===== config.mk =====
export PLATFORM = sky130hd
export DESIGN_NAME = mem_access
export DESIGN_NICKNAME = d
export VERILOG_FILES = /design/src/rtl/mem_access_pkg.sv /design/src/rtl/mem_lane_sel.sv /design/src/rtl/mem_access.sv
export SDC_FILE = /design/constraint.sdc
export NUM_CORES = 1
export LEC_CHECK = 0
export BUFFER_PORTS_ARGS = -buffer_cell sky130_fd_sc_hd__clkbuf_2
export CAP_MARGIN = 20
export CORE_MARGIN = 2
export CORE_UTILIZATION = 48
export DETAILED_ROUTE_END_ITERATION = 10
export GPL_TIMING_DRIVEN = 0
export HOLD_SLACK_MARGIN = 0.05
export PLACE_DENSITY_LB_ADDON = 0.1
export SYNTH_ARGS = -nofsm -noshare
export SYNTH_HDL_FRONTEND = slang
export SYNTH_HIERARCHICAL = 1
export SYNTH_SLANG_ARGS = --single-unit

===== constraint.sdc =====
create_clock -name clk -period 1.79 [get_ports clk]
set_clock_uncertainty 0.05 [all_clocks]
set_input_delay 0.358 -clock clk [delete_from_list [all_inputs] [get_ports clk]]
set_output_delay 0.358 -clock clk [all_outputs]
set_load 0.03 [all_outputs]

===== src/rtl/mem_access_pkg.sv =====
// Shared types for the MEM stage: ALU op codes, write-back register, FSM states
// and data-RAM byte-enable constants.
package mem_access_pkg;

  typedef enum logic {RST_ENABLE = 1'b0, RST_DISABLE = 1'b1} reset_status_t;

  typedef enum logic [3:0] {
    NOP_OP, ADD_OP, SUB_OP, AND_OP, OR_OP, LB_OP, LW_OP, SB_OP, SW_OP
  } alu_t;

  typedef struct packed {
    logic        en;
    logic [4:0]  addr;
    logic [31:0] data;
  } reg_t;

  typedef enum logic [1:0] {IDLE, WAIT, DONE} mem_state_t;

  localparam logic [3:0] BE_NONE = 4'b0000;
  localparam logic [3:0] BE_WORD = 4'b1111;

  function automatic logic is_mem_op(alu_t op);
    return op inside {LB_OP, LW_OP, SB_OP, SW_OP};
  endfunction

  function automatic logic is_store(alu_t op);
    return op inside {SB_OP, SW_OP};
  endfunction

  function automatic logic is_load(alu_t op);
    return op inside {LB_OP, LW_OP};
  endfunction

endpackage


===== src/rtl/mem_lane_sel.sv =====
// Big-endian byte-lane steering: byte enables and replicated store data,
// plus sign-extended load data for byte loads.
module mem_lane_sel
  import mem_access_pkg::*;
(
  input  alu_t        op_i,
  input  logic [1:0]  addr_i,
  input  logic [31:0] sdata_i,
  input  logic [31:0] rdata_i,
  output logic [3:0]  be_o,
  output logic [31:0] wdata_o,
  output logic [31:0] ldata_o
);

  logic [3:0] lane_be;
  logic [7:0] lane_byte;

  always_comb begin
    // addr 00 addresses the most significant byte
    lane_be = 4'b1000 >> addr_i;
    case (addr_i)
      2'b00:   lane_byte = rdata_i[31:24];
      2'b01:   lane_byte = rdata_i[23:16];
      2'b10:   lane_byte = rdata_i[15:8];
      default: lane_byte = rdata_i[7:0];
    endcase

    be_o    = BE_NONE;
    wdata_o = '0;
    ldata_o = rdata_i;
    case (op_i)
      LB_OP: begin
        be_o    = lane_be;
        ldata_o = {{24{lane_byte[7]}}, lane_byte};
      end
      SB_OP: begin
        be_o    = lane_be;
        wdata_o = {4{sdata_i[7:0]}};
      end
      LW_OP: be_o = BE_WORD;
      SW_OP: begin
        be_o    = BE_WORD;
        wdata_o = sdata_i;
      end
      default: ;
    endcase
  end

endmodule


===== src/rtl/mem_access.sv =====
// MEM pipeline stage: req/ack data-RAM transaction with stall and timeout abort.
// MEM_ALIGN_CHECK_EN: misaligned LW/SW fault without touching the RAM.
module mem_access
  import mem_access_pkg::*;
#(
  parameter int TIMEOUT_CYCLES = 16
) (
  input  logic        clk,
  input  logic        rst,
  input  alu_t        mem_alu_i,
  input  reg_t        mem_wreg_i,
  input  logic [31:0] mem_ramaddr_i,
  input  logic [31:0] mem_sdata_i,
  output reg_t        mem_wreg_o,
  output logic        mem_stallreq,
  output logic        mem_buserr_o,
  output logic        ram_req_o,
  output logic        ram_we_o,
  output logic [31:0] ram_addr_o,
  output logic [3:0]  ram_be_o,
  output logic [31:0] ram_wdata_o,
  input  logic        ram_ack_i,
  input  logic [31:0] ram_rdata_i
);

  localparam int CW = $clog2(TIMEOUT_CYCLES);

  mem_state_t  state_q, state_d;
  logic [CW-1:0] cnt_q, cnt_d;
  logic        req_q, req_d, we_q, we_d, buserr_q, buserr_d;
  logic [31:0] addr_q, addr_d, wdata_q, wdata_d, ldata_q, ldata_d;
  logic [3:0]  be_q, be_d;

  logic [3:0]  lane_be;
  logic [31:0] lane_wdata, lane_ldata;
  logic        mem_op, misalign;

  mem_lane_sel u_lane (
    .op_i   (mem_alu_i),
    .addr_i (mem_ramaddr_i[1:0]),
    .sdata_i(mem_sdata_i),
    .rdata_i(ram_rdata_i),
    .be_o   (lane_be),
    .wdata_o(lane_wdata),
    .ldata_o(lane_ldata)
  );

  assign mem_op = is_mem_op(mem_alu_i);

`ifdef MEM_ALIGN_CHECK_EN
  assign misalign = (mem_alu_i inside {LW_OP, SW_OP}) && (mem_ramaddr_i[1:0] != 2'b00);
`else
  assign misalign = 1'b0;
`endif

  always_comb begin
    state_d  = state_q;
    cnt_d    = cnt_q;
    req_d    = req_q;
    we_d     = we_q;
    addr_d   = addr_q;
    be_d     = be_q;
    wdata_d  = wdata_q;
    ldata_d  = ldata_q;
    buserr_d = 1'b0;
    case (state_q)
      IDLE: if (mem_op) begin
        if (misalign) begin
          buserr_d = 1'b1;
          state_d  = DONE;
        end else begin
          req_d   = 1'b1;
          we_d    = is_store(mem_alu_i);
          addr_d  = {mem_ramaddr_i[31:2], 2'b00};
          be_d    = lane_be;
          wdata_d = lane_wdata;
          cnt_d   = '0;
          state_d = WAIT;
        end
      end
      WAIT: begin
        cnt_d = cnt_q + CW'(1);
        // ack has priority over a coincident timeout
        if (ram_ack_i) begin
          req_d   = 1'b0;
          ldata_d = lane_ldata;
          state_d = DONE;
        end else if (cnt_q == CW'(TIMEOUT_CYCLES - 1)) begin
          req_d    = 1'b0;
          buserr_d = 1'b1;
          state_d  = DONE;
        end
      end
      default: state_d = IDLE;
    endcase
  end

  always_ff @(posedge clk) begin
    if (rst == RST_ENABLE) begin
      state_q  <= IDLE;
      cnt_q    <= '0;
      req_q    <= 1'b0;
      we_q     <= 1'b0;
      addr_q   <= '0;
      be_q     <= '0;
      wdata_q  <= '0;
      ldata_q  <= '0;
      buserr_q <= 1'b0;
    end else begin
      state_q  <= state_d;
      cnt_q    <= cnt_d;
      req_q    <= req_d;
      we_q     <= we_d;
      addr_q   <= addr_d;
      be_q     <= be_d;
      wdata_q  <= wdata_d;
      ldata_q  <= ldata_d;
      buserr_q <= buserr_d;
    end
  end

  always_comb begin
    mem_wreg_o   = mem_wreg_i;
    mem_stallreq = 1'b0;
    if (rst == RST_ENABLE) begin
      mem_wreg_o = '0;
    end else begin
      case (state_q)
        IDLE: if (mem_op) begin
          mem_stallreq  = 1'b1;
          mem_wreg_o.en = 1'b0;
        end
        WAIT: begin
          mem_stallreq  = 1'b1;
          mem_wreg_o.en = 1'b0;
        end
        default: begin
          if (buserr_q || !is_load(mem_alu_i)) mem_wreg_o.en = 1'b0;
          else mem_wreg_o.data = ldata_q;
        end
      endcase
    end
  end

  assign ram_req_o    = req_q;
  assign ram_we_o     = we_q;
  assign ram_addr_o   = addr_q;
  assign ram_be_o     = be_q;
  assign ram_wdata_o  = wdata_q;
  assign mem_buserr_o = buserr_q;

endmodule

==> results.md, run 1 <==
- Slew margin rel.: 0.659
- PwrDens: 681 mW/mm^2
- Fill cells: 1047
- RSZ-0062 raised after global routing: yes
- Initial Utilization: 0.490
- Largest net degree at the start of global routing: 21
- I/O pins: 251
- Worst EP arrival: 1.63 ns
- Total GRT Usage: 0.275
- Core area: 0.0120 sq mm
- Sink Count: 107
- Share of layout cells above drive strength 1: 0.359
- Primary FF master, synth: dfxtp_1
- Slew @ Worst Pin: 0.498 ns
- Crit. End Element: output pin
- Post-route ant nets: 0
- Detail Placement HPWL: 13.4 mm
- P&R area growth vs syn: 46.3%
- Max Transition Viols Final: 0
- Post-Place Cells: 1181
- Placed Area: 0.00765 sq mm
- Final Hold Slack: 0.173 ns
- Port bufs: 246
- Min-delay worst type: input port to flip-flop
- Static Leakage: 4.00 nW
- Worst-Skew Late Latency: 0.35 ns
- Final setup margin: -0.250 ns
- Failing checks: setup timing
- Die width: 115 um
- Final wirelength: 18.3 mm
- Global-route wire length before repair: 28.7 mm
- GRT overflow: 0
- Crit share post-route: 1.14
- DRC Markers: 0
- Non-Filler Cell Area, Final: 0.00860 sq mm
- Outcome: complete, but fails checks
- ANT cells: 0
- Worst EP required: 1.38 ns
- Routability cong.: 0.877
- Chip height: 115 um
- Maximum vdd drop: 0.000438 V
- Area of the multi-input gates: 0.00387 sq mm
- Final worst path period need: 2.04 ns
- CTS tree: built
- Drt wl/cell: 15.2 um
- Row count: 40
- Clock transition at the registers of the reported paths: 0.08 ns
- Root buf cell: clkbuf_16
- Vias in the first global route: 5920
- H-Tree Depth: 3
- Final Non-Filler Cells: 1207
- Die area: 0.0132 sq mm
- Total power: 5.86 mW
- Via-to-Cell Ratio: 5.13
- Number of synthesized flops with an enable pin: 0
- Final Hold Fails: 0
- Crit Path Category: flip-flop to output pin
- Via Count: 6192
- Max Clock Freq: 490 MHz
- Nets: 1197
- Cell Area, Synth: 0.00588 sq mm
- Starting DRT DRC Count: 286
- #FFs+latches synth: 107
- Drt first pass iters: 5
- CTS buffer count: 9
- Unique masters post-synth: 46
- Final setup vio count: 34
- Avg Inst Size Synth: 7.48 sq um
- # Max-Cap Violations: 0
- Initial antenna violation count: 0
- Ys Warns: 6
- Worst-case clock buffer depth: 2
- Seq/Total Area, Yosys: 0.364
- FFs w/ async S/R, synth: 0
- Register area: 0.00214 sq mm
- Hold_buf cts: 0
- CP Max Fanout: 10
- Setup crit start kind: flip-flop
- Synth Instances: 787
## metrics by stage
| stage | TNS, ns | util | worst slack (ns) |
|---|---|---|---|
| final | -7.44 | 0.716 | -0.250 |
| after global routing | -8.77 | 0.716 | -0.292 |
| after CTS | -7.27 | 0.709 | -0.262 |
| after detailed placement | -49.33 | 0.637 | -0.630 |
| after global placement | -49.68 | 0.637 | -0.604 |
| after floorplan | -0.343 | - | -0.0446 |
## critical path, stage by stage, from the launching register on
cell	delay, ns
dfxtp_2	0.33
and4b_1	0.29
buf_8	0.14
buf_8	0.14
nand2_1	0.09
a21boi_4	0.15
buf_8	0.13
## cell usage in the layout (no fill, tap or decap), drive strengths merged, types with 3 or more instances in the layout
cell / count
a211oi: 8
o21ai: 6
a21boi: 68
o2bb2ai: 7
nor2b: 10
and2: 15
nand2: 375
inv: 5
nor4b: 3
clkbuf: 260
clkinv: 3
mux2i: 66
nor2: 20
a2111oi: 7
dfxtp: 107
buf: 66
## where the power goes
part / switching [mW] / internal [mW] / leakage (nW)
Sequential: 0.0455 / 2.46 / 0.869
Combinational: 0.754 / 0.583 / 2.99
Clock: 1.03 / 0.987 / 0.142
## metal layers
metal	global-route usage	wire length (um)	vias up
met3	0.0572	1280	23
li1	-	-	3102
met4	0.0900	335	0
met2	0.488	9130	228
met5	0	0	-
met1	0.332	7550	2839
## flip-flops by register name, summed over array words and instances, names as in the netlist
name and count:
cnt_q 4, ldata_q 32, mem_buserr_o 1, ram_addr_o 30
ram_be_o 4, ram_req_o 1, ram_wdata_o 32, ram_we_o 1
state_q 2
## cell families (layout without fill, tap and decap cells)
family,count (synthesis),in the layout,synth area share
and+or+nand+nor,440,440,0.314
muxes,69,69,0.120
adders and majority gates,1,1,0.00213
other,1,2,0.000637
AOI/OAI and AO/OA,105,105,0.144
DFF,107,107,0.364
xor gates and xnor gates,1,1,0.00149
buffers and inverters,63,335,0.0538
## worst paths after layout
check	from	end	slack, ns	cells past startpoint
max reg2reg	state_q[0]	ldata_q[20]	0.07	6
max	mem_buserr_o	mem_wreg_o[11]	-0.25	6
min reg2reg	ram_wdata_o[5]	ram_wdata_o[5]	0.41	2
min	mem_ramaddr_i[13]	ram_addr_o[13]	0.17	3
## cell type report
type | count | area share
multi-input cells | 618 | 0.450
flip-flops and latches | 107 | 0.249
repair buffers | 257 | 0.198
plain buffers | 60 | 0.0465
clock buffers | 9 | 0.0262
well taps | 147 | 0.0214
clock inverters | 7 | 0.00785
inverters | 2 | 0.000872
## cells in the mapped netlist, drive strengths merged, types with 3 or more instances
cell,instances,area [sq um]
nand2,375,1410
nor2b,10,62.6
a211oi,8,65.1
a2111oi,7,118
o21ai,6,30.0
mux2i,66,661
and2,15,93.8
dfxtp,107,2140
clkbuf,34,128
o2bb2ai,7,61.3
nor2,20,75.1
a21boi,68,510
buf,27,181
nor4b,3,47.5
## timing repair
| item | CTS | global route |
|---|---|---|
| gates cloned | 1 | 0 |
| buffers inserted | 5 | 5 |
| setup endpoints to repair | 125 | 94 |
| resized for setup | 125 | 39 |
| pin swaps | 4 | 5 |
Note: power is estimated with default switching activity, not from simulation.
==> run 2: changes to the inputs <==
RECOVER_POWER = 100   (was unset)
==> results.md, run 2 (synthesized netlist as in run 1, its figures left out) <==
- Placed Area: 0.00765 sq mm (unchanged)
- Row count: 40 (unchanged)
- Detail Placement HPWL: 13.4 mm (unchanged)
- Total GRT Usage: 0.275 (unchanged)
- Sink Count: 107 (unchanged)
- Core area: 0.0120 sq mm (unchanged)
- Static Leakage: 4.00 nW (about the same)
- PwrDens: 681 mW/mm^2 (about the same)
- Switching Power: 1.83 mW (unchanged)
- Switching Fraction: 0.312 (about the same)
- Min-delay worst type: input port to flip-flop
- Clock transition at the registers of the reported paths: 0.08 ns (about the same)
- CTS buffer count: 9 (unchanged)
- Die width: 115 um (unchanged)
- Drt first pass iters: 5 (unchanged)
- I/O pins: 251 (unchanged)
- Fin util: 0.716 (about the same)
- Initial Utilization: 0.490 (unchanged)
- Largest net degree at the start of global routing: 21 (unchanged)
- Final Hold Fails: 0 (unchanged)
- Crit share post-route: 1.14 (unchanged)
- Crit Path Category: flip-flop to output pin
- Via Count: 6192 (unchanged)
- Share of layout cells above drive strength 1: 0.358 (-0.000943)
- Most common cell after layout, fill and taps aside: nand2_1
- Final wirelength: 18.3 mm (about the same)
- Setup WS pre-CTS: -0.630 ns (unchanged)
- Chip height: 115 um (unchanged)
- Routability cong.: 0.877 (unchanged)
- Final worst path period need: 2.04 ns (unchanged)
- Slew @ Worst Pin: 0.498 ns (unchanged)
- Post-route ant nets: 0 (unchanged)
- Max Clock Freq: 490 MHz (unchanged)
- Worst EP arrival: 1.63 ns (about the same)
- Outcome: complete, but fails checks
- P&R area growth vs syn: 46.2% (about the same)
- Starting DRT DRC Count: 286 (unchanged)
- Die area: 0.0132 sq mm (unchanged)
- Worst-Skew Late Latency: 0.35 ns (about the same)
- Maximum vdd drop: 0.000438 V (unchanged)
- Failing checks: setup timing
- DRC Markers: 0 (unchanged)
- H-Tree Depth: 3 (unchanged)
- Post-Place Cells: 1181 (unchanged)
- CP Max Fanout: 10 (unchanged)
- Via-to-Cell Ratio: 5.13 (unchanged)
- Setup crit start kind: flip-flop
- Final Non-Filler Cells: 1207 (unchanged)
- Final setup vio count: 34 (unchanged)
- Cell Int Power: 4.03 mW (about the same)
- RSZ-0062 raised after global routing: yes
- Max Transition Viols Final: 0 (unchanged)
- Global-route wire length before repair: 28.7 mm (unchanged)
- Final setup margin: -0.250 ns (unchanged)
- # Max-Cap Violations: 0 (unchanged)
- Clock share of power: 0.344 (about the same)
- Crit. End Element: output pin
- Comb power frac: 0.228 (about the same)
- Root buf cell: clkbuf_16
- Commonest cells after routing, fill and taps aside: 361 x nand2_1, 211 x clkbuf_2, 105 x dfxtp_1, 66 x mux2i_1, 36 x a21boi_0
- Worst EP required: 1.38 ns (about the same)
- Drt wl/cell: 15.2 um (about the same)
- Vias in the first global route: 5920 (unchanged)
- GRT overflow: 0 (unchanged)
- Port bufs: 246 (unchanged)
- Sequential Power Share: 0.428 (about the same)
- CTS tree: built
- Initial antenna violation count: 0 (unchanged)
- Non-Filler Cell Area, Final: 0.00860 sq mm (about the same)
- Nets: 1197 (unchanged)
- ANT cells: 0 (unchanged)
- Slew margin rel.: 0.659 (unchanged)
- Worst-case clock buffer depth: 2 (unchanged)
[run 2: worst max-delay path: stages (launching register included)]
cell	delay (ns)
dfxtp_2	0.33
and4b_1	0.29
buf_8	0.14
buf_8	0.14
nand2_1	0.09
a21boi_4	0.15
buf_8	0.13
[run 2: layout make-up]
type | instances | area (sq um)
inverters | 2 | 7.51
clock buffers | 9 | 225
well taps | 147 | 184
clock inverters | 7 | 67.6
plain buffers | 60 | 400
fillers | 1047 | 3410
multi-input cells | 618 | 3870
repair buffers | 257 | 1700
flip-flops and latches | 107 | 2140
[run 2: through the flow]
step	hold WS [ns]	total power, mW	TNS [ns]
2_1_floorplan	0.386	3.34	-0.343
3_3_place_gp	0.393	3.73	-49.68
3_5_place_dp	0.396	3.74	-49.33
4_1_cts	0.167	5.82	-7.27
5_1_grt	0.178	6.07	-8.77
6_report	0.173	5.86	-7.44
[run 2: power groups by stage]
stage / clock, mW / sequential, mW / combinational, mW
final: 2.01 / 2.51 / 1.34
after global routing: 2.12 / 2.52 / 1.43
after detailed placement: 0 / 2.56 / 1.18
after floorplan: 0 / 2.67 / 0.672
after global placement: 0 / 2.56 / 1.17
after CTS: 2.02 / 2.51 / 1.30
[run 2: worst paths after layout]
check / start / end / slack, ns / cells after the start
setup reg to reg: state_q[0] / ldata_q[20] / 0.07 / 6
hold reg to reg: ram_wdata_o[5] / ram_wdata_o[5] / 0.41 / 2
setup / recovery: mem_buserr_o / mem_wreg_o[11] / -0.25 / 6
hold / removal: mem_ramaddr_i[13] / ram_addr_o[13] / 0.17 / 3
[run 2: what timing repair did]
item / in CTS / in global routing
gates cloned: 1 / 0
resized for setup: 125 / 39
buffers inserted: 5 / 5
endpoints found under the setup margin: 125 / 94
pin swaps: 4 / 5
hold buffers: 0 / 0
[run 2: routing by layer]
metal  share of wire  track usage  wire, um  vias up
li1                -            -         -     3102
met1            0.41        0.332      7550     2839
met2            0.50        0.488      9130      228
met3           0.070       0.0572      1280       23
met4           0.018       0.0900       335        0
met5               0            0         0        -
==> run 3: changes to the inputs <==
ABC_AREA = 1   (was unset)
==> results.md, run 3 <==
- Failing checks: setup timing
- Max Clock Freq: 481 MHz (-1.9%)
- Worst-Skew Late Latency: 0.35 ns (about the same)
- RSZ-0062 raised after global routing: yes
- WP depth: 8 (+2)
- Core area: 0.0120 sq mm (unchanged)
- # Max-Cap Violations: 0 (unchanged)
- GRT overflow: 0 (unchanged)
- Via Count: 6644 (+7.3%)
- Worst path cell trace: inv_2 > nor2_4 > nand4_4 > buf_12 > clkbuf_16 > o21ai_2 > nor2_2 > clkbuf_8
- Seq/Total Area, Yosys: 0.363 (-0.00116)
- Worst EP required: 1.38 ns (about the same)
- Number of synthesized flops with an enable pin: 0 (unchanged)
- Final worst path period need: 2.08 ns (+0.0388 ns)
- Setup WS pre-CTS: -0.452 ns (+0.178 ns)
- Share of layout cells above drive strength 1: 0.391 (+0.0327)
- CP Buf/Inv Count: 4 (+1)
- I/O pins: 251 (unchanged)
- Area of the multi-input gates: 0.00356 sq mm (-8.1%)
- Crit share post-route: 1.16 (+0.0217)
- Routability cong.: 0.976 (+11%)
- CP delay by family, top: buffers and inverters
- P&R area growth vs syn: 42.0%
- Synth area leaders: dfxtp_1 36%, nand2_1 15%, nand3_1 10%, nand3_2 7.0%, a21oi_2 5.9%
- Nets: 1249 (+4.3%)
- Die width: 115 um (+0.15%)
- Avg Inst Size Synth: 7.10 sq um (-5.0%)
- Total GRT Usage: 0.274 (-0.00109)
- Top cell type's share of synthesized area: 0.363 (-0.00116)
- Area leader, netlist: dfxtp_1
- Worst-case clock buffer depth: 2 (unchanged)
- ANT cells: 0 (unchanged)
- Via-to-Cell Ratio: 5.28 (+2.9%)
- Most frequent cells after synthesis: 233 x nand2_1, 120 x nand3_1, 107 x dfxtp_1, 71 x nor2_1, 65 x a21oi_1
- Row count: 40 (unchanged)
- Chip height: 115 um (+0.15%)
- Crit Path Category: flip-flop to output pin
- Metal2 WL: 9.28 mm (+1.7%)
- Most frequent cell after synthesis: nand2_1
- Starting DRT DRC Count: 328 (+15%)
- Final setup margin: -0.288 ns (-0.0388 ns)
- PwrDens: 697 mW/mm^2 (+2.3%)
- Largest net degree at the start of global routing: 19 (-9.5%)
- DR WL met3: 1.43 mm (+12%)
- Root buf cell: clkbuf_16
- Global-route wire length before repair: 28.9 mm (+0.84%)
- Worst EP arrival: 1.67 ns (+0.04 ns)
- Port bufs: 247 (+0.41%)
- Slew @ Worst Pin: 0.732 ns (+0.234 ns)
- Setup TNS: -8.15 ns (-0.711 ns)
- Clock transition at the registers of the reported paths: 0.08 ns (about the same)
- Ys Warns: 6 (unchanged)
- Crit. End Element: output pin
- Synth Instances: 831 (+5.6%)
- Register area: 0.00214 sq mm (unchanged)
- Reg2Reg Depth: 8 (+2)
- Hold Path Cell Cnt: 3 (unchanged)
- Fin util: 0.698 (-0.0185)
- FFs w/ async S/R, synth: 0 (unchanged)
- Slew margin rel.: 0.512 (-0.147)
- Most common cell after layout, fill and taps aside: nand2_1
- CP max stage cell: dfxtp_2
- H-Tree Depth: 3 (unchanged)
- Final Hold Fails: 0 (unchanged)
- CTS tree: built
- Maximum vdd drop: 0.000614 V (+40%)
- Drt first pass iters: 5 (unchanged)
- #FFs+latches synth: 107 (unchanged)
- Final setup vio count: 34 (unchanged)
- CTS buffer count: 9 (unchanged)
- Detail Placement HPWL: 13.8 mm (+3.6%)
- Commonest cells after routing, fill and taps aside: 232 x nand2_1, 147 x clkbuf_2, 120 x nand3_1, 105 x dfxtp_1, 92 x clkbuf_1
- Setup crit start kind: flip-flop
- Fill cells: 1084 (+3.5%)
- Drt wl/cell: 15.2 um (+0.58%)
- CP Max Fanout: 10 (unchanged)
- Unique masters post-synth: 29 (-37%)
- Final wirelength: 19.2 mm (+4.9%)
- Crit-path max cell delay: 0.34 ns (about the same)
- Vias in the first global route: 5956 (+0.61%)
- Top sig layer: met4
- Initial Utilization: 0.491 (+0.00156)
- Sink Count: 107 (unchanged)
- Static Leakage: 3.60 nW (-10%)
- Min-delay worst type: input port to flip-flop
- Cell Area, Synth: 0.00590 sq mm (+0.32%)
- Outcome: complete, but fails checks
- Die area: 0.0132 sq mm (+0.31%)
- Post-route ant nets: 0 (unchanged)
- Max Transition Viols Final: 0 (unchanged)
- Initial antenna violation count: 0 (unchanged)
- M1 WL: 7.97 mm (+5.5%)
- Primary FF master, synth: dfxtp_1
- DRC Markers: 0 (unchanged)
run 3: changes by cell type after synthesis, moves of 29 or more:
cell      change
a21boi_0     -60
nand3_1     +118
mux2i_1      -66
nand2_1     -141
a21oi_1      +63
nor2_1       +51
o21ai_0      +29
nand3_2      +41
a21oi_2      +40
run 3: timing repair:
item                       4_1_cts  5_1_grt
resized for setup              126       75
cloned                           3        2
pin swaps                        5       27
buffers inserted                10        3
setup endpoints to repair       34       34
hold buffers                     0        0
run 3: final cells by class:
class,instances,area share
clock inverter,7,0.00612
multi-input combinational,637,0.425
clock buffer,9,0.0269
sequential,107,0.256
timing repair buffer,264,0.195
buffer,66,0.0579
inverter,22,0.0118
tap,147,0.0219
run 3: worst paths after layout:
path / startpoint / endpoint / slack [ns]
worst max-delay path: state_q[1] / mem_wreg_o[9] / -0.29
worst min register to register: ram_wdata_o[18] / ram_wdata_o[18] / 0.41
worst min-delay path: mem_ramaddr_i[23] / ram_addr_o[23] / 0.19
worst max register to register: state_q[1] / ldata_q[17] / 0
run 3: layer usage:
metal / up-vias / GRT usage
met5: - / 0
met4: 0 / 0.0996
met3: 38 / 0.0511
met2: 288 / 0.478
met1: 3018 / 0.336
li1: 3300 / -
run 3: per-stage QoR:
| stage | hold slack (ns) | std cells | total power, mW | cell area (sq um) |
|---|---|---|---|---|
| after floorplan | 0.386 | 832 | 3.40 | 5980 |
| after global routing | 0.194 | 1259 | 6.05 | 8380 |
| final | 0.193 | 1259 | 5.84 | 8380 |
| after global placement | 0.397 | 1226 | 3.83 | 7400 |
| after detailed placement | 0.401 | 1226 | 3.84 | 7400 |
| after CTS | 0.189 | 1255 | 5.83 | 8190 |
run 3: tightest hold or removal path, stage by stage:
cell	delay, ns
clkbuf_2	0.09
nand3_2	0.06
a21oi_2	0.04
run 3: power breakdown:
| group | internal (mW) | total, mW | switching, mW |
|---|---|---|---|
| Combinational | 0.536 | 1.43 | 0.891 |
| Clock | 0.956 | 1.91 | 0.952 |
| Sequential | 2.46 | 2.50 | 0.0460 |
run 3: cell families (layout without fill, tap and decap cells):
logic type	count (synthesis)	after routing	synth area share
simple gates	485	485	0.392
compound gates	149	149	0.156
flops	107	107	0.363
buf+inv	88	368	0.0863
fa+ha+maj	1	1	0.00212
other cells	1	2	0.000635
